--- config.mk ---
export PLATFORM = sky130hd
export DESIGN_NAME = ahb_flash_rd_if
export DESIGN_NICKNAME = d
export VERILOG_FILES = /design/src/rtl/ahb_flash_rd_if.sv
export SDC_FILE = /design/constraint.sdc
export NUM_CORES = 1
export LEC_CHECK = 0
export CORE_MARGIN = 2
export CORE_UTILIZATION = 45
export DETAILED_ROUTE_END_ITERATION = 7
export GPL_TIMING_DRIVEN = 0
export PLACE_DENSITY = 0.73
export SYNTH_ARGS = -nofsm -noshare
export SYNTH_HDL_FRONTEND = slang
export SYNTH_SLANG_ARGS = --single-unit
--- constraint.sdc ---
create_clock -name clk -period 6.6 [get_ports clk]
set_input_delay 1.32 -clock clk [delete_from_list [all_inputs] [get_ports clk]]
set_output_delay 1.32 -clock clk [all_outputs]
set_load 0.03 [all_outputs]
--- src/rtl/ahb_flash_rd_if.sv ---
`default_nettype none
`timescale 1ns/1ps
// ---------------------------------------------------------------------------
// ahb_flash_rd_if : AHB-Lite read slave for a wait-state flash, with a
//                   one-word read buffer and optional next-word prefetch.
// rev 1.0
// ---------------------------------------------------------------------------
module ahb_flash_rd_if #(
   parameter int AW       = 16,
   parameter int WS       = 1,
   parameter int PREFETCH = 1
) (
   input  logic          clk,
   input  logic          rst_n,
   input  logic          HSEL,
   input  logic [AW-1:0] HADDR,
   input  logic [1:0]    HTRANS,
   input  logic [2:0]    HSIZE,
   input  logic          HWRITE,
   input  logic          HREADY,
   output logic          HREADYOUT,
   output logic          HRESP,
   output logic [31:0]   HRDATA,
   output logic [AW-3:0] FLASHADDR,
   input  logic [31:0]   FLASHRDATA
);

   localparam int         FW     = AW - 2;
   localparam logic [3:0] WS_C   = 4'(WS);
   localparam logic [2:0] S_IDLE  = 3'd0;
   localparam logic [2:0] S_BUF   = 3'd1;
   localparam logic [2:0] S_FLASH = 3'd2;
   localparam logic [2:0] S_ERR1  = 3'd3;
   localparam logic [2:0] S_ERR2  = 3'd4;

   logic [2:0]    state_q, state_d;
   logic [FW-1:0] flashaddr_q, flashaddr_d;
   logic [3:0]    age_q, age_d;
   logic [FW-1:0] cur_addr_q, cur_addr_d;
   logic [31:0]   cur_data_q, cur_data_d;
   logic          cur_valid_q, cur_valid_d;

   logic          flash_ready, flash_cmpl, phase_done;
   logic          xfer, buf_hit, rd_flash, pf_go;
   logic [FW-1:0] req_addr, pf_addr;

   // Transfer size and byte lane are irrelevant: a full word is always returned.
   logic unused_ok;
   assign unused_ok = ^{HSIZE, HADDR[1:0], HTRANS[0]};

   assign flash_ready = (age_q >= WS_C);
   assign flash_cmpl  = (state_q == S_FLASH) && flash_ready;
   assign phase_done  = (state_q == S_IDLE) || (state_q == S_BUF) ||
                        (state_q == S_ERR2) || flash_cmpl;
   assign xfer        = HSEL && HREADY && HTRANS[1] && phase_done;
   assign req_addr    = HADDR[AW-1:2];

   // Hit test uses the post-edge buffer so a word completing now already counts.
   assign buf_hit  = xfer && !HWRITE && cur_valid_d && (req_addr == cur_addr_d);
   assign rd_flash = xfer && !HWRITE && !buf_hit;
   assign pf_addr  = cur_addr_d + FW'(1);
   assign pf_go    = (PREFETCH != 0) && (state_d != S_FLASH) && cur_valid_d &&
                     (flashaddr_q != pf_addr);

   // state register
   always_ff @(posedge clk or negedge rst_n) begin
      if (!rst_n) state_q <= S_IDLE;
      else        state_q <= state_d;
   end

   // next-state logic
   always_comb begin
      state_d = state_q;
      if (state_q == S_ERR1) begin
         state_d = S_ERR2;
      end else if (phase_done) begin
         if (!xfer)       state_d = S_IDLE;
         else if (HWRITE) state_d = S_ERR1;
         else if (buf_hit) state_d = S_BUF;
         else             state_d = S_FLASH;
      end
   end

   // output logic
   always_comb begin
      HREADYOUT = 1'b1;
      HRESP     = 1'b0;
      HRDATA    = 32'h0;
      case (state_q)
         S_BUF:   HRDATA = cur_data_q;
         S_FLASH: begin
            HREADYOUT = flash_ready;
            if (flash_ready) HRDATA = FLASHRDATA;
         end
         S_ERR1: begin
            HREADYOUT = 1'b0;
            HRESP     = 1'b1;
         end
         S_ERR2:  HRESP = 1'b1;
         default: ;
      endcase
   end

   always_comb begin
      cur_valid_d = cur_valid_q;
      cur_addr_d  = cur_addr_q;
      cur_data_d  = cur_data_q;
      if (flash_cmpl) begin
         cur_valid_d = 1'b1;
         cur_addr_d  = flashaddr_q;
         cur_data_d  = FLASHRDATA;
      end
   end

   // A demand miss wins over prefetch; any address load restarts the age.
   always_comb begin
      flashaddr_d = flashaddr_q;
      age_d       = (age_q < WS_C) ? age_q + 4'd1 : age_q;
      if (rd_flash && (req_addr != flashaddr_q)) begin
         flashaddr_d = req_addr;
         age_d       = 4'd0;
      end else if (pf_go) begin
         flashaddr_d = pf_addr;
         age_d       = 4'd0;
      end
   end

   always_ff @(posedge clk or negedge rst_n) begin
      if (!rst_n) begin
         flashaddr_q <= '0;
         age_q       <= 4'd0;
         cur_addr_q  <= '0;
         cur_data_q  <= 32'h0;
         cur_valid_q <= 1'b0;
      end else begin
         flashaddr_q <= flashaddr_d;
         age_q       <= age_d;
         cur_addr_q  <= cur_addr_d;
         cur_data_q  <= cur_data_d;
         cur_valid_q <= cur_valid_d;
      end
   end

   assign FLASHADDR = flashaddr_q;

endmodule
`default_nettype wire

[Word-level counts from Yosys, hierarchy flattened]
Cells that the tools add are included.
Cells by class
  magnitude comparators: 2
  reductions and logical operators: 20
  add/sub/neg operators: 2
  muxes and demuxes: 16
  equal/unequal tests: 8
Operators by type and width (number)
  one-hot mux 32 bit (2 select lines): 1
  2-to-1 mux 14 bit: 3
  2-to-1 mux 32 bit: 1
  inequality test 14 bit: 2
  adder 14 x 1 -> 14 bit, second input constant: 1
  equality test 14 bit: 1
  2-to-1 mux 4 bit: 3
  logical AND 1 bit: 11
  equality test 3 x 2 -> 1 bit, second input constant: 2
  2-to-1 mux 2 bit: 3
  2-to-1 mux 3 bit: 2
  adder 4 x 1 -> 4 bit, second input constant: 1
  >= comparator 4 x 1 -> 1 bit, second input constant: 1
  < comparator 4 x 1 -> 1 bit, second input constant: 1
  equality test 3 x 1 -> 1 bit, second input constant: 1
  equality test 3 bit, second input constant: 1
  zero test 3 bit: 1
  logical OR 1 bit: 3
  inequality test 3 x 2 -> 1 bit, second input constant: 1
  nonzero test 3 bit: 1
  zero test 1 bit: 2
  2-to-1 mux 1 bit: 2
  one-hot mux 1 bit (2 select lines): 1
  nonzero test 2 bit: 1
  OR reduction 2 bit: 1
Word-level totals
  register bits: 68
  output and inout bits: 48
  input port bits: 58
  logic and storage cells: 54

[Longest topological paths before layout]
Gate-level depths: netlist of run 1.
  depth in word-level cells: 18
  gate-level depth with buffers: 22

[Worst setup path after synthesis of run 1]
OpenSTA, ideal clock, no wires.
  path type: register -> register
  start: register age_q[0]
  end: register flashaddr_q[10] (netlist: FLASHADDR[10])
  arrival: 4.757 ns
  data required time: 6.507 ns
  cell stages (with the launch flop): 22
  library setup time: 0.093 ns
  clock period less this slack: 4.850 ns
  slack: 1.750 ns
  buffers on the path: 7
  path through: dfrtp_1 ha_1 or4b_1 clkbuf_1 nand2_1 clkbuf_1 clkbuf_1 clkbuf_1 clkbuf_1 nand2_1 o21ai_0 ha_1 nand4_1 nor2_1 mux2i_1 a21oi_1 nor4_1 o2111ai_2 and2_1 buf_6 buf_6 o31ai_2
Between the ends
  elaborated cells on any way between the ends: 26
RTL lines
  start, declared: line 38  | logic [3:0] age_q, age_d;
  start signal, assigned: line 137  | age_q <= age_d;
  >= comparator 4 x 1 -> 1 bit (*): line 51  | assign flash_ready = (age_q >= WS_C);
  logical AND 1 bit (*): line 52  | assign flash_cmpl = (state_q == S_FLASH) && flash_ready;
  2-to-1 mux 14 bit (*): line 108  | if (flash_cmpl) begin
  via cur_addr_d[1]: line 39  | logic [FW-1:0] cur_addr_q, cur_addr_d;
  equality test 14 bit: line 59  | assign buf_hit = xfer && !HWRITE && cur_valid_d && (req_addr == cur_addr_d);
  logical AND 1 bit: line 59
  2-to-1 mux 2 bit: line 79  | else if (buf_hit) state_d = S_BUF;
  2-to-1 mux 2 bit: line 78  | else if (HWRITE) state_d = S_ERR1;
  2-to-1 mux 2 bit: line 77  | if (!xfer) state_d = S_IDLE;
  2-to-1 mux 3 bit: line 76  | end else if (phase_done) begin
  2-to-1 mux 3 bit: line 74  | if (state_q == S_ERR1) begin
  inequality test 3 x 2 -> 1 bit: line 62  | assign pf_go = (PREFETCH != 0) && (state_d != S_FLASH) && cur_valid_d &&
  logical AND 1 bit (2 in series): line 62
  nonzero test 2 bit (no source line)
  end signal, assigned: line 136  | flashaddr_q <= flashaddr_d;
  end, declared: line 37  | logic [FW-1:0] flashaddr_q, flashaddr_d;
Mark *: on every way through the listed nets, which the timed path passes. The rest lies on a longest branch. The select of a mux whose other input is x is not followed.
A chain may end at the register's enable or synchronous reset.

[Worst setup path after layout of run 1]
  start: register age_q[1]
  end: register flashaddr_q[4] (netlist: FLASHADDR[4])
The elaborated chain is that of the path after synthesis.

==> impl_metrics.ini, run 1 <==
[detailed_routing]
postRouteWirelength_um = 14800
ant_nets = 0
first_pass_iters = 8
wl_per_cell_um = 17.8
drc_errors = 0
vias = 4631
post_drt_via_cell_ratio = 5.57
drt_iter0_markers = 305

[placed_design]
port_buffers = 99
post-place-cells = 818
dp_hpwl_um = 11100
pre_cts_ws_ns = -0.338
place.gp.congestion = 0.963

[floorplan]
num_rows = 36
io_pins = 106
die_area_um2 = 10900
fp.dieH_um = 105
core_um2 = 9820
initial_core_util = 0.464
die_w_um = 105

[global_routing]
grt_overflow = 0
grt_max_degree = 69
grt_use_met1 = 0.380
grt_pass1_wl_um = 24100
grtUsageMet2 = 0.448
grt.busiest_layer = met2
grt_pass1_vias = 4645
met3_usage = 0.0561
grt_use_total = 0.278
grt_antenna_before_repair = 0

[timing]
setup_viol = 0
worst_pin_slew_ns = 1.39
period_minus_slack_ns = 6.21
relSlewSlack = 0.0577
timing.final.ws_setup_ns = 0.390
slew_violations = 0
rsz0062_at_grt = no
setup_tns_ns = 0
hold_viol = 0
timing.fmax_mhz = 161
fin_worst_skew_ns = 0.00704
fin_hold_ws_ns = 0.480
fin_crit_sh = 0.941

[final_layout]
drive_above_1_share = 0.0601
multi_input_area_um2 = 2570
n_antenna_cell = 0
area_growth_pct = 31.3
fill_cells = 916
nets = 757
fin_cells = 832
layout_commonest_cell = nand2_1
register_area_um2 = 1700
layout_common_cells = nand2_1, clkdlybuf4s50_1, dfrtp_1
final_core_util = 0.609

[cts]
clock_path_buffers = 2
numCtsBuffers = 9
htreeDepth = 3
cts_tree = yes
clock-sinks = 68
cts_root_buf = clkbuf_8
clkTransAtPathRegs_ns = 0.08
clk_latency_ns = 0.34

[power]
p_switching_uw = 1380
p_leak_uw = 0.00266
swShare = 0.471
power.density_nw_per_um2 = 491
peakVddDrop_v = 0.000292
clockPowerShare = 0.157
power_frac_seq = 0.248
combinationalPowerShare = 0.595
internal-power_uw = 1560

[setup_path]
critPathMaxFanout = 12
path_class = register to register
crit_path_max_incr_delay_ns = 0.44
path_common_cell = clkbuf_1
worst_path_max_delay_cell = or4b_1
critPathRequiredTime_ns = 6.80
cp-end-kind = register
startpoint_type = register
arrival_ns = 6.41
crit_chain = inv_1, ha_1, or4b_1, clkbuf_1, nand2_2, clkbuf_1, clkbuf_2, clkbuf_2, nand2_1, o21ai_0, ha_1, nand4_1, nor2_2, mux2i_1, a21oi_1, nor4_1, o2111ai_2, clkbuf_1, a32oi_1, o31ai_2

[synthesis]
syn_avg_cell_area_um2 = 7.78
ys_warn_count = 0
synth.top_cells.by_area = dfrtp_1, nand2_1, xnor2_1
yosys.area.top_type_share = 0.373
netlist_instances = 586
postSynth.asyncResetShare = 1.00
yosys.area.top_type = dfrtp_1
ys_ff_latch = 68
seq_area_frac_synth = 0.373
synth_edf_count = 0
syn_area_um2 = 4560
synth_fp_nets = 648
ys_types = 60
ys.flop_type = dfrtp_1

[min_path]
hold_path_class = register to register

[run_status]
outcome = finished clean

[job]
cap_violations = 0
[power by group through the flow]
stage          logic (µW)  clock network, µW  registers [µW]
2_1_floorplan        1110                  0             778
3_3_place_gp         1710                  0             726
6_report             1750                463             728
5_1_grt              1900                485             753
4_1_cts              1740                466             727
3_5_place_dp         1730                  0             733
[sequential cells by signal (all words and copies together) (netlist names)]
| name | cells |
|---|---|
| cur_data_q | 32 |
| FLASHADDR | 14 |
| age_q | 4 |
| cur_valid_q | 1 |
| state_q | 3 |
| cur_addr_q | 14 |
[cells in the mapped netlist (3+ instances only)]
| cell type | number |
|---|---|
| clkbuf_1 | 36 |
| inv_1 | 26 |
| o21ai_0 | 20 |
| a211oi_1 | 4 |
| nand3_1 | 14 |
| nand2_1 | 196 |
| buf_1 | 3 |
| a32oi_1 | 8 |
| nor2_1 | 16 |
| nand4_1 | 8 |
| nor3b_1 | 3 |
| dfrtp_1 | 68 |
| xor2_1 | 20 |
| nor3_2 | 4 |
| nor3_1 | 14 |
| mux2i_1 | 5 |
| ha_1 | 4 |
| or3_1 | 4 |
| o2111ai_1 | 3 |
| o31a_1 | 3 |
| a21oi_1 | 18 |
| nor4_1 | 7 |
| buf_6 | 3 |
| a31oi_1 | 5 |
| o31ai_2 | 6 |
| and3_1 | 8 |
| o211ai_1 | 4 |
| nand2b_1 | 10 |
| xnor2_1 | 28 |
[worst max-delay path: cells and delay by family (launching register included)]
family	cells	cell delay (ns)
simple gates	6	1.98
compound gates	5	1.00
fa+ha+maj	2	0.55
buf+inv	6	1.90
mux	1	0.21
flops	1	0.40
[through the flow]
stage | power, µW | area [µm²]
after floorplan | 1890 | 4560
final | 2940 | 5980
after detailed placement | 2460 | 5710
after global routing | 3130 | 5980
after global placement | 2440 | 5710
after CTS | 2930 | 5970
[worst paths after layout]
check                                 endpoint  depth (start not counted)            from  slack [ns]
worst max register to register    FLASHADDR[4]                         20        age_q[1]        0.39
min in group asynchronous       cur_addr_q[13]                          1           rst_n        1.08
worst min-delay path            cur_data_q[10]                          2  cur_data_q[10]        0.48
max in group asynchronous         FLASHADDR[8]                          1           rst_n        4.93
worst min register to register  cur_data_q[10]                          2  cur_data_q[10]        0.48
worst max-delay path              FLASHADDR[4]                         20        age_q[1]        0.39
[what timing repair did]
| item | 4_1_cts | 5_1_grt |
|---|---|---|
| setup buffers | 0 | 0 |
| gates resized for setup | 1 | 5 |
| endpoints found under the setup margin | 15 | 15 |
| hold buffers | 0 | 0 |
| cloned | 0 | 0 |
[kinds of logic after synthesis]
group | synth area share
compound gates | 0.153
simple gates | 0.294
xor+xnor | 0.0923
buf+inv | 0.0637
fa+ha+maj | 0.0110
flops | 0.373
mux | 0.0135
[layout make-up]
cell class | instances | share of cell area
flip-flops and latches | 68 | 0.284
plain buffers | 43 | 0.0320
repair buffers | 99 | 0.165
well taps | 133 | 0.0278
clock buffers | 9 | 0.0207
clock inverters | 6 | 0.0230
inverters | 26 | 0.0163
multi-input cells | 448 | 0.430
[routing by layer]
layer,share of wire,up-vias
met2,0.46,179
met4,0.019,0
met3,0.072,25
met5,0,-
met1,0.45,2234
li1,-,2193
No activity file was read; power rests on OpenSTA's default activity.
==> inputs of run 2 (changes only) <==
- CORE_UTILIZATION: 45 -> 30
- PLACE_DENSITY: 0.73 -> 0.53
==> run 2 against run 1 <==
Net effect: routed wire length increased by 6.8%; critical endpoint is now FLASHADDR[8]; via count decreased by 0.80%; setup slack got worse by 0.046 ns; register-to-register slack got worse by 0.05 ns; critical path depth decreased by 2; combinational power about the same; first-iteration DRC count decreased by 8.9%; largest power group unchanged; clock skew increased by 0.00076 ns; sequential share of layout area decreased by 0.59 points; cell count increased by 6.7%.
==> impl_metrics.ini, run 2 (synthesis gave the netlist of run 1 again) <==
[run_status]
outcome = finished clean

[final_layout]
area_growth_pct = 34.0
layout_common_cells = nand2_1, clkdlybuf4s50_1, dfrtp_1
drive_above_1_share = 0.0600
fill_cells = 1528
layout_commonest_cell = nand2_1
nets = 757
register_area_um2 = 1700
multi_input_area_um2 = 2580
regMostFlops = cur_data_q
fin_cells = 888
largest_register_ffs = 32
n_antenna_cell = 0

[placed_design]
port_buffers = 99
dp_hpwl_um = 12000
place.gp.congestion = 0.943
post-place-cells = 874

[timing]
period_minus_slack_ns = 6.26
setup_viol = 0
worst_pin_slew_ns = 0.889
fin_crit_sh = 0.948
slew_violations = 0
rsz0062_at_grt = no
timing.fmax_mhz = 160
setup_tns_ns = 0
fin_worst_skew_ns = 0.00780
relSlewSlack = 0.407
fin_hold_ws_ns = 0.475
hold_viol = 0

[setup_path]
critPathRequiredTime_ns = 6.80
arrival_ns = 6.45
startpoint_type = register
path_class = register to register
cp-end-kind = register
critPathMaxFanout = 19

[cts]
numCtsBuffers = 9
cts_tree = yes
clock-sinks = 68
cts_setup_buffers = 0
clkTransAtPathRegs_ns = 0.06
htreeDepth = 3
cts_root_buf = clkbuf_16
clock_path_buffers = 2
clk_latency_ns = 0.34
cts_hold_buf = 0

[global_routing]
grt_overflow = 0
grt_antenna_before_repair = 0
grt.busiest_layer = met2
met3_usage = 0.0482
grtUsageMet2 = 0.307
grt_use_met1 = 0.271
grt_use_total = 0.200
grt_pass1_vias = 4551
grt_max_degree = 46
grt_pass1_wl_um = 24900

[detailed_routing]
drt_iter0_markers = 278
drc_errors = 0
post_drt_via_cell_ratio = 5.17
first_pass_iters = 6
postRouteWirelength_um = 15800
ant_nets = 0
vias = 4594
wl_per_cell_um = 17.8

[power]
p_switching_uw = 1400
peakVddDrop_v = 0.000172
totalPowerFinal_uw = 2970
combinationalPowerShare = 0.590
clockPowerShare = 0.164
power_frac_seq = 0.246
p_leak_uw = 0.00268
internal-power_uw = 1560
swShare = 0.473
power.density_nw_per_um2 = 485

[floorplan]
io_pins = 106
initial_core_util = 0.303
die_w_um = 127
core_um2 = 15000
die_area_um2 = 16200
num_rows = 45
fp.dieH_um = 127

[min_path]
hold_path_class = register to register

[job]
cap_violations = 0
-- run 2: cell types whose count changed in the layout (fill, tap and decap cells not counted), moves of 2 or more --
cell / before / now
clkbuf_16: 0 / 9
bufinv_16: 4 / 1
clkinvlp_4: 0 / 2
clkinv_2: 0 / 2
clkinv_4: 2 / 0
clkbuf_2: 2 / 0
clkbuf_8: 9 / 0
-- run 2: final cells by class --
type                       count  share of cell area
timing repair buffer         100               0.166
inverter                      26              0.0160
buffer                        42              0.0305
clock buffer                  10              0.0375
multi-input combinational    448               0.422
clock inverter                 6              0.0104
sequential                    68               0.279
tap                          188              0.0385
-- run 2: layer usage --
metal	up-vias	share of wire
met5	-	0
met4	0	0.031
met3	30	0.054
met2	130	0.45
met1	2234	0.46
li1	2200	-
-- run 2: timing repair --
item,4_1_cts,5_1_grt
endpoints found under the hold margin,0,0
endpoints found under the setup margin,16,15
gates resized for setup,1,3
-- run 2: critical path, stage by stage, from the launching register on --
cell	delay [ns]
dfrtp_1	0.42
ha_1	0.24
or4b_1	0.47
clkbuf_1	0.26
nand2_2	0.33
clkbuf_1	0.45
buf_2	0.48
nand2_1	0.09
o21ai_0	0.12
ha_1	0.37
nand4_1	0.35
nor2_1	0.47
mux2i_1	0.24
a21oi_1	0.10
nor4_1	0.48
o2111ai_2	0.32
clkbuf_1	0.43
a32oi_1	0.38
o31ai_2	0.10
-- run 2: final timing paths --
kind	startpoint	endpoint	slack, ns	cells past startpoint
hold reg to reg	cur_data_q[24]	cur_data_q[24]	0.48	2
hold / removal	cur_data_q[24]	cur_data_q[24]	0.48	2
max in group asynchronous	rst_n	cur_addr_q[9]	5.17	2
setup / recovery	age_q[0]	FLASHADDR[8]	0.34	18
setup reg to reg	age_q[0]	FLASHADDR[8]	0.34	18
min in group asynchronous	rst_n	FLASHADDR[2]	0.88	1
-- run 2: per-stage QoR --
step / area [µm²] / setup WS, ns / utilization
6_report: 6110 / 0.344 / 0.406
5_1_grt: 6110 / 0.00753 / 0.406
4_1_cts: 6090 / 0.105 / 0.405
3_5_place_dp: 5810 / -0.561 / 0.386
3_3_place_gp: 5780 / -0.568 / 0.385
2_1_floorplan: 4560 / 1.75 / -
-- run 2: power groups by stage --
stage / combinational, µW / clock (µW) / sequential [µW]
after floorplan: 1110 / 0 / 778
after global placement: 1740 / 0 / 728
after detailed placement: 1740 / 0 / 734
after CTS: 1750 / 498 / 728
after global routing: 1910 / 521 / 752
final: 1750 / 486 / 728
